`src/rtl/clk_meas_pkg.sv`:
```
// rtl/clk_meas_pkg.sv - shared state encodings and gate-length defaults for clk_meas
//
// Purpose: state encoding and window-length constants used by the clk_meas block
// and its bench.
// Ports: none (package).

package clk_meas_pkg;

  localparam logic [1:0] ST_IDLE   = 2'd0;
  localparam logic [1:0] ST_ARM    = 2'd1;
  localparam logic [1:0] ST_GATE   = 2'd2;
  localparam logic [1:0] ST_REPORT = 2'd3;

  typedef enum logic [1:0] {
    IDLE   = ST_IDLE,
    ARM    = ST_ARM,
    GATE   = ST_GATE,
    REPORT = ST_REPORT
  } state_e;

  // 1 ms window at a 50 MHz sys_clk
  localparam int GATE_CNT_DEFAULT = 50000;
  // short window used in simulation
  localparam int GATE_CNT_SIM = 100;

endpackage

```
`src/rtl/edge_sync.sv`:
```
// rtl/edge_sync.sv - two-flop synchronizer plus delay flop with rising-edge detect
//
// Purpose: bring an asynchronous waveform into the clk_i domain and flag its
// rising edges. Every edge sees the same latency, so counts are unaffected.
// Ports:
//   clk_i     system clock, rising edge
//   rst_ni    synchronous active-low reset, clears all three flops
//   sig_i     asynchronous input waveform
//   sig_s_o   synchronized level
//   rise_o    one-cycle pulse on a synchronized 0->1 transition

module edge_sync (
  input  logic clk_i,
  input  logic rst_ni,
  input  logic sig_i,
  output logic sig_s_o,
  output logic rise_o
);

  logic meta_q;
  logic sync_q;
  logic dly_q;

  always_ff @(posedge clk_i) begin
    if (!rst_ni) begin
      meta_q <= 1'b0;
      sync_q <= 1'b0;
      dly_q  <= 1'b0;
    end else begin
      meta_q <= sig_i;
      sync_q <= meta_q;
      dly_q  <= sync_q;
    end
  end

  assign sig_s_o = sync_q;
  assign rise_o  = sync_q & ~dly_q;

endmodule

```
`src/rtl/clk_meas.sv`:
```
// rtl/clk_meas.sv - gated edge/high-cycle counter with frequency-stable indicator
//
// Purpose: measures a generated clock (or slow test signal) on sys_clk. Each
// window is GATE_CNT cycles long and starts on the first synchronized rise;
// the window reports rising edges (frequency) and high cycles (duty), and a
// stable flag tracks whether successive edge counts agree within TOL.
// Ports:
//   sys_clk       system clock, rising edge
//   sys_rst_n     synchronous active-low reset
//   sig_in        asynchronous waveform under measurement
//   meas_en       1 = measure continuously, 0 = idle / abort
//   edge_cnt      rising edges in the last completed window
//   high_cnt      high cycles in the last completed window
//   result_valid  one-cycle pulse when edge_cnt/high_cnt update
//   stable        STABLE_N consecutive matching reports

module clk_meas
  import clk_meas_pkg::*;
#(
  parameter int GATE_CNT = GATE_CNT_DEFAULT,
  parameter int CNT_W    = 16,
  parameter int STABLE_N = 4,
  parameter int TOL      = 1
) (
  input  logic             sys_clk,
  input  logic             sys_rst_n,
  input  logic             sig_in,
  input  logic             meas_en,
  output logic [CNT_W-1:0] edge_cnt,
  output logic [CNT_W-1:0] high_cnt,
  output logic             result_valid,
  output logic             stable
);

  localparam int MW = $clog2(STABLE_N + 1);
  localparam logic [CNT_W-1:0] GATE_LAST  = CNT_W'(GATE_CNT);
  localparam logic [CNT_W-1:0] TOL_V      = CNT_W'(TOL);
  localparam logic [MW-1:0]    MATCH_FULL = MW'(STABLE_N);

  logic sig_s;
  logic rise;

  edge_sync u_edge_sync (
    .clk_i   (sys_clk),
    .rst_ni  (sys_rst_n),
    .sig_i   (sig_in),
    .sig_s_o (sig_s),
    .rise_o  (rise)
  );

  state_e           state_q, state_d;
  logic [CNT_W-1:0] win_q, win_d;
  logic [CNT_W-1:0] edge_acc_q, edge_acc_d;
  logic [CNT_W-1:0] hi_acc_q, hi_acc_d;
  logic [CNT_W-1:0] edge_cnt_q, edge_cnt_d;
  logic [CNT_W-1:0] high_cnt_q, high_cnt_d;
  logic             valid_q, valid_d;
  logic             stable_q, stable_d;
  logic [MW-1:0]    match_q, match_d;
  logic [CNT_W-1:0] prev_edge_q, prev_edge_d;
  logic             prev_ok_q, prev_ok_d;

  logic [CNT_W-1:0] win_inc;
  logic [CNT_W-1:0] sig_s_w;
  logic [CNT_W-1:0] rise_w;
  logic [CNT_W-1:0] diff;
  logic             is_match;
  logic             report;
  logic             abort;

  assign win_inc = win_q + CNT_W'(1);
  assign sig_s_w = {{(CNT_W-1){1'b0}}, sig_s};
  assign rise_w  = {{(CNT_W-1){1'b0}}, rise};

  // The result registers load on the transition into REPORT, so edge_cnt,
  // high_cnt, result_valid and stable all change together in the REPORT cycle.
  always_comb begin
    state_d     = state_q;
    win_d       = win_q;
    edge_acc_d  = edge_acc_q;
    hi_acc_d    = hi_acc_q;
    edge_cnt_d  = edge_cnt_q;
    high_cnt_d  = high_cnt_q;
    valid_d     = 1'b0;
    stable_d    = stable_q;
    match_d     = match_q;
    prev_edge_d = prev_edge_q;
    prev_ok_d   = prev_ok_q;
    diff        = '0;
    is_match    = 1'b0;
    report      = 1'b0;
    abort       = 1'b0;

    case (state_q)
      IDLE: begin
        win_d      = '0;
        edge_acc_d = '0;
        hi_acc_d   = '0;
        prev_ok_d  = 1'b0;
        if (meas_en) state_d = ARM;
      end
      ARM: begin
        if (!meas_en) begin
          abort = 1'b1;
        end else if (rise) begin
          // the arming cycle is the first window cycle
          state_d    = GATE;
          win_d      = CNT_W'(1);
          edge_acc_d = CNT_W'(1);
          hi_acc_d   = CNT_W'(1);
        end else begin
          // no rise yet: count towards the timeout, tracking stuck-high time
          win_d      = win_inc;
          edge_acc_d = '0;
          hi_acc_d   = hi_acc_q + sig_s_w;
          if (win_inc == GATE_LAST) begin
            state_d = REPORT;
            report  = 1'b1;
          end
        end
      end
      GATE: begin
        if (!meas_en) begin
          abort = 1'b1;
        end else begin
          win_d      = win_inc;
          edge_acc_d = edge_acc_q + rise_w;
          hi_acc_d   = hi_acc_q + sig_s_w;
          if (win_inc == GATE_LAST) begin
            state_d = REPORT;
            report  = 1'b1;
          end
        end
      end
      REPORT: begin
        // a rise here is dropped; the next window needs a fresh one
        win_d      = '0;
        edge_acc_d = '0;
        hi_acc_d   = '0;
        state_d    = meas_en ? ARM : IDLE;
      end
      default: state_d = IDLE;
    endcase

    if (abort) begin
      state_d    = IDLE;
      win_d      = '0;
      edge_acc_d = '0;
      hi_acc_d   = '0;
      stable_d   = 1'b0;
      match_d    = '0;
      prev_ok_d  = 1'b0;
    end

    if (report) begin
      edge_cnt_d = edge_acc_d;
      high_cnt_d = hi_acc_d;
      valid_d    = 1'b1;
      diff       = (edge_acc_d >= prev_edge_q) ? (edge_acc_d - prev_edge_q)
                                               : (prev_edge_q - edge_acc_d);
      is_match   = prev_ok_q && (diff <= TOL_V);
      if ((edge_acc_d != '0) && is_match) begin
        match_d = (match_q == MATCH_FULL) ? match_q : match_q + MW'(1);
      end else begin
        match_d = (edge_acc_d != '0) ? MW'(1) : '0;
      end
      stable_d    = (match_d == MATCH_FULL);
      prev_edge_d = edge_acc_d;
      prev_ok_d   = 1'b1;
    end
  end

  always_ff @(posedge sys_clk) begin
    if (!sys_rst_n) begin
      state_q     <= IDLE;
      win_q       <= '0;
      edge_acc_q  <= '0;
      hi_acc_q    <= '0;
      edge_cnt_q  <= '0;
      high_cnt_q  <= '0;
      valid_q     <= 1'b0;
      stable_q    <= 1'b0;
      match_q     <= '0;
      prev_edge_q <= '0;
      prev_ok_q   <= 1'b0;
    end else begin
      state_q     <= state_d;
      win_q       <= win_d;
      edge_acc_q  <= edge_acc_d;
      hi_acc_q    <= hi_acc_d;
      edge_cnt_q  <= edge_cnt_d;
      high_cnt_q  <= high_cnt_d;
      valid_q     <= valid_d;
      stable_q    <= stable_d;
      match_q     <= match_d;
      prev_edge_q <= prev_edge_d;
      prev_ok_q   <= prev_ok_d;
    end
  end

  assign edge_cnt     = edge_cnt_q;
  assign high_cnt     = high_cnt_q;
  assign result_valid = valid_q;
  assign stable       = stable_q;

endmodule

```
`config.mk`:
```
export PLATFORM = sky130hd
export DESIGN_NAME = clk_meas
export DESIGN_NICKNAME = d
export VERILOG_FILES = /design/src/rtl/clk_meas_pkg.sv /design/src/rtl/edge_sync.sv /design/src/rtl/clk_meas.sv
export SDC_FILE = /design/constraint.sdc
export NUM_CORES = 1
export LEC_CHECK = 0
export ABC_AREA = 1
export CORE_UTILIZATION = 33
export DETAILED_ROUTE_END_ITERATION = 10
export PLACE_DENSITY = 0.47
export SLEW_MARGIN = 20
export SYNTH_ARGS = -nofsm -noshare
export SYNTH_HDL_FRONTEND = slang
export SYNTH_SLANG_ARGS = --single-unit
```
`constraint.sdc`:
```
create_clock -name sys_clk -period 6.8 [get_ports sys_clk]
set_input_delay 2.04 -clock sys_clk [delete_from_list [all_inputs] [get_ports sys_clk]]
set_output_delay 2.04 -clock sys_clk [all_outputs]
set_load 0.02 [all_outputs]
```
# Yosys cells after proc, flatten, opt, wreduce, memory -nomap -nowiden
# Index checks and enable logic that the tools add are counted.
# W data, S select, Z words.
# totals
regBits,91
output_inout_bits,34
# op_classes
add_sub_neg,6
magnitude_cmp,2
n_eq_ne,9
muxes,41
bitwise,3
reduce_logical,11
# ops
cell,count
$mux W16,11
$pmux W16 S3,3
$add A16 B1 Y16,2
$sub A16 B16 Y16,2
$add A16 B1 Y16 const B,1
$eq A16 B16 Y1 const B,1
$ge A16 B16 Y1,1
$le A16 B1 Y1 const B,1
$reduce_bool A16 Y1,1
$mux W1,15
$mux W3,5
$mux W2,5
$pmux W2 S4,1
$eq A3 B3 Y1 const B,2
$ne A2 B2 Y1 const B,3
$reduce_or A2 Y1,3
$eq A2 B2 Y1 const B,2
$add A3 B1 Y3 const B,1
$reduce_and A3 Y1,1
$reduce_bool A3 Y1,1
$eq A2 B1 Y1 const B,1
$logic_and A1 B1 Y1,2
$logic_not A2 Y1,1
$not A1 Y1,2
4 further kinds,4

# Depth between registers and ports, before layout
# logic_depth
ltp_word,15
ltp_mapped,33

# Cells and area by module
# A second synthesis with hierarchy kept.
# hier_totals
cells_unflattened,1078
area_unflattened_um2,6775.2
# modules_own_cells
module,n_inst,cells_each,area_each_um2
clk_meas,1,1067,6682.7
edge_sync,1,11,92.6

# Least setup slack after synthesis
# OpenSTA, ideal clock, no wires.
# synth_timing
kind,in2reg
from,input port meas_en
to,register stable_q (netlist: stable)
arrival_ps,4511
path_slack_ps,2219
stages,25
path_buffers,1
path_cell_list,nand2_1 nor2_2 nand2_1 nor2_4 nand3_1 nand3_1 nand2_1 nand2_1 inv_1 ha_1 buf_2 nand2_1 nor2_1 inv_1 nor3_1 nand2_1 nand3_1 nand2_1 nand2_1 nand2_1 nor3_2 nand3_1 nor2_2 nand3_1 a21oi_1
# synth_between
elab_chain_cells,12
# synth_lines
item,line,text
start: declaration,clk_meas.sv:28,"input logic meas_en,"
"$mux W16, or another cell as far along",clk_meas.sv:123,if (!meas_en) begin
$pmux W16 S3 or $mux W1 (tied branches),--,
$mux W16 (*),clk_meas.sv:145,if (abort) begin
via edge_acc_d[12],clk_meas.sv:53,"logic [CNT_W-1:0] edge_acc_q, edge_acc_d;"
"$sub A16 B16 Y16, or another cell as far along",clk_meas.sv:160,: (prev_edge_q - edge_acc_d);
$mux W16,clk_meas.sv:159,diff = (edge_acc_d >= prev_edge_q) ? (edge_acc_d - prev_edge_q)
$le A16 B1 Y1,clk_meas.sv:161,is_match = prev_ok_q && (diff <= TOL_V);
$logic_and A1 B1 Y1,clk_meas.sv:161,
$logic_and A1 B1 Y1,clk_meas.sv:162,if ((edge_acc_d != '0) && is_match) begin
$mux W3 (*),clk_meas.sv:162,
$mux W3 (*),clk_meas.sv:155,if (report) begin
$eq A3 B3 Y1 (*),clk_meas.sv:167,stable_d = (match_d == MATCH_FULL);
$mux W1 (*),clk_meas.sv:155,
end signal: assignment,clk_meas.sv:194,stable_q <= stable_d;
end: declaration,clk_meas.sv:58,"logic stable_q, stable_d;"
# Mark *: on every way through the listed nets, which the timed path passes. The rest lies on a longest branch. The select of a mux whose other input is x is not followed.
# A chain may end at the register's enable or synchronous reset.

# Worst setup path after layout
# Ends and elaborated chain as after synthesis.

==> flow_summary.json <==
{
  "ctsRootBufferMaster": "clkbuf_16",
  "wl_met3_um": 757,
  "cts_resized": 0,
  "syn_area_um2": 6745,
  "slew_headroom": 0.3201,
  "place_hpwl_um": 15360,
  "final_nets": 1174,
  "die_w_um": 145.0,
  "slew_violations": 0,
  "totalWireLength_um": 19380,
  "final_cell_area_um2": 7716,
  "grt_use_total": 0.1851,
  "dr_total_vias": 6644,
  "final_common_cell": "nand2_1",
  "cts_buffers": 9,
  "clk_latency_ps": 350,
  "hold_buffers": 0,
  "drt-pass1-iter-count": 5,
  "drcViolationCount": 0,
  "clk_path_buf_depth": 2,
  "grt_overflow": 0,
  "rows": 51,
  "grt_pass1_wl_um": 31310,
  "die_area_um2": 21020,
  "timing.rr.end": "stable",
  "port_buffers": 37,
  "path_class": "in2reg",
  "min_from": "u_edge_sync.meta_q",
  "cap_violations": 0,
  "yosysWarnings": 0,
  "skew_ps": 5.531,
  "cts.sinks": 91,
  "postCtsSetupBuffers": 0,
  "finish.utilization": 0.3913,
  "tritoncts": "done",
  "syn_area_per_cell_um2": 6.188,
  "synth_cell_types": 46,
  "worstHoldPathType": "reg2reg",
  "yosysSeqAreaShare": 0.2701,
  "grt_pass1_vias": 5965,
  "crit_slowest_cell": "clkdlybuf4s50_1",
  "die_h_um": 145.0,
  "wl_per_cell_um": 13.89,
  "status": "finished, final reports clean",
  "dpl_cell_area_um2": 7403,
  "rrSetupSlack_ps": 2510,
  "start_kind": "input port",
  "rsz0062_at_grt": "no",
  "synth_async_sr_flop_share": 0,
  "antenna_cells": 0,
  "leakage_nw": 3.673,
  "tns_ps": 0,
  "ios": 38,
  "setup_viol": 0,
  "antenna_found_initial": 0,
  "synth_edf_count": 0,
  "gp_congestion": 0.8967,
  "fin_ws_ps": 1051,
  "clkTransAtPathRegs_ps": 70,
  "start_util": 0.3421,
  "syn_nets": 1138,
  "finalHoldViolations": 0,
  "wl_met1_um": 10260,
  "vias_per_cell": 4.759,
  "pre_cts_ws_ps": 742.0,
  "top_layer": "met4",
  "ant_nets": 0,
  "yosys_register_bits": 91,
  "grt_max_degree": 34,
  "reg2reg_depth": 23,
  "synthCells": 1090,
  "crit_path_end_kind": "flop",
  "tightest_slew_ps": 1016,
  "drive_above_1_share": 0.06720,
  "cp.arrival_ps": 6020,
  "clock.fmax_mhz": 173.9,
  "path_max_fanout": 11,
  "synth_flop_cell": "dfxtp_1",
  "p_total_mw": 1.154,
  "cpMostUsedCell": "nand2_1",
  "worstPathRequired_ps": 7080,
  "hold_depth": 2,
  "hold_path_end": "u_edge_sync.sig_s_o",
  "max_stage_delay_ps": 690,
  "syn_to_final_growth_pct": 14.39,
  "ctsHtreeMaxLevel": 3,
  "mostFrequentLayoutCells": "nand2_1 (341), inv_1 (179), nor2_1 (109), dfxtp_1 (91), nand3_1 (86)",
  "r2r_start": "state_q[0]",
  "core_um2": 19720,
  "fin_crit_ps": 5749,
  "ir_drop_mv": 0.1213,
  "first_iter_violations": 427,
  "fin_crit_sh": 0.8455,
  "p_per_area_nw_per_um2": 149.6,
  "dr_wl_met2_um": 8082
}
==> worst max path at each step <==
stage,startpoint,end,cells past startpoint
floorplan,meas_en,stable,25
global placement,meas_en,stable,23
detailed placement,meas_en,stable,25
CTS,meas_en,stable,25
global route,meas_en,stable,25
finish,meas_en,stable,25
==> metal layers <==
metal | track usage | vias to the layer above
li1 | - | 3501
met1 | 0.2752 | 2984
met2 | 0.2748 | 138
met3 | 0.02956 | 21
met4 | 0.04362 | 0
met5 | 0 | -
==> report_power, final <==
part           total (mW)  switching (mW)  internal (mW)
Combinational      0.0938          0.0680         0.0258
Sequential          0.538         0.00221          0.535
Clock               0.523           0.216          0.306
==> worst max-delay path: cells and delay by family <==
| kind | cells | cell delay, ps |
|---|---|---|
| AO/OA/AOI/OAI | 2 | 220 |
| adder cells (fa/ha/maj) | 1 | 420 |
| buffers and inverters | 3 | 840 |
| AND/OR/NAND/NOR | 19 | 2500 |
==> cell type report <==
type                       instances  area (um^2)
tap                              265        331.6
timing repair buffer              47        445.4
fill                            2173        12000
sequential                        91         1822
clock inverter                     5        60.06
clock buffer                      11        252.7
inverter                         186        703.2
multi-input combinational        791         4101
==> registers in the layout, indices dropped and copies added, names as in the netlist, 2 cells and up <==
| register | cells |
|---|---|
| state_q | 2 |
| high_cnt | 16 |
| prev_edge_q | 16 |
| match_q | 3 |
| win_q | 16 |
| edge_acc_q | 16 |
| hi_acc_q | 16 |
==> cells in the mapped netlist, drive strengths merged, types with 5 or more instances <==
library cell / count / share of area
nand2: 349 / 0.20
inv: 184 / 0.10
nor2: 123 / 0.079
dfxtp: 91 / 0.27
nand3: 87 / 0.065
a21oi: 52 / 0.039
ha: 42 / 0.078
o21ai: 34 / 0.025
nand4: 26 / 0.024
nor3: 14 / 0.013
o22ai: 14 / 0.025
buf: 13 / 0.013
xor2: 10 / 0.013
clkbuf: 9 / 0.0050
o211ai: 5 / 0.0056
o21bai: 5 / 0.0056
==> logic make-up after synthesis <==
logic type	Yosys count	share of synthesized area
adders and majority gates	44	0.08384
xor gates and xnor gates	14	0.01818
AOI/OAI and AO/OA	122	0.1146
and+or+nand+nor	611	0.3914
DFF	91	0.2701
buffers and inverters	208	0.1219
==> stage by stage <==
step / instances / hold WS [ps]
floorplan: 1090 / 390.5
CTS: 1396 / 417.1
finish: 1396 / 415.1
detailed placement: 1380 / 401.3
global route: 1396 / 430.4
global placement: 1380 / 393.4
(Power assumes the default switching activity.)
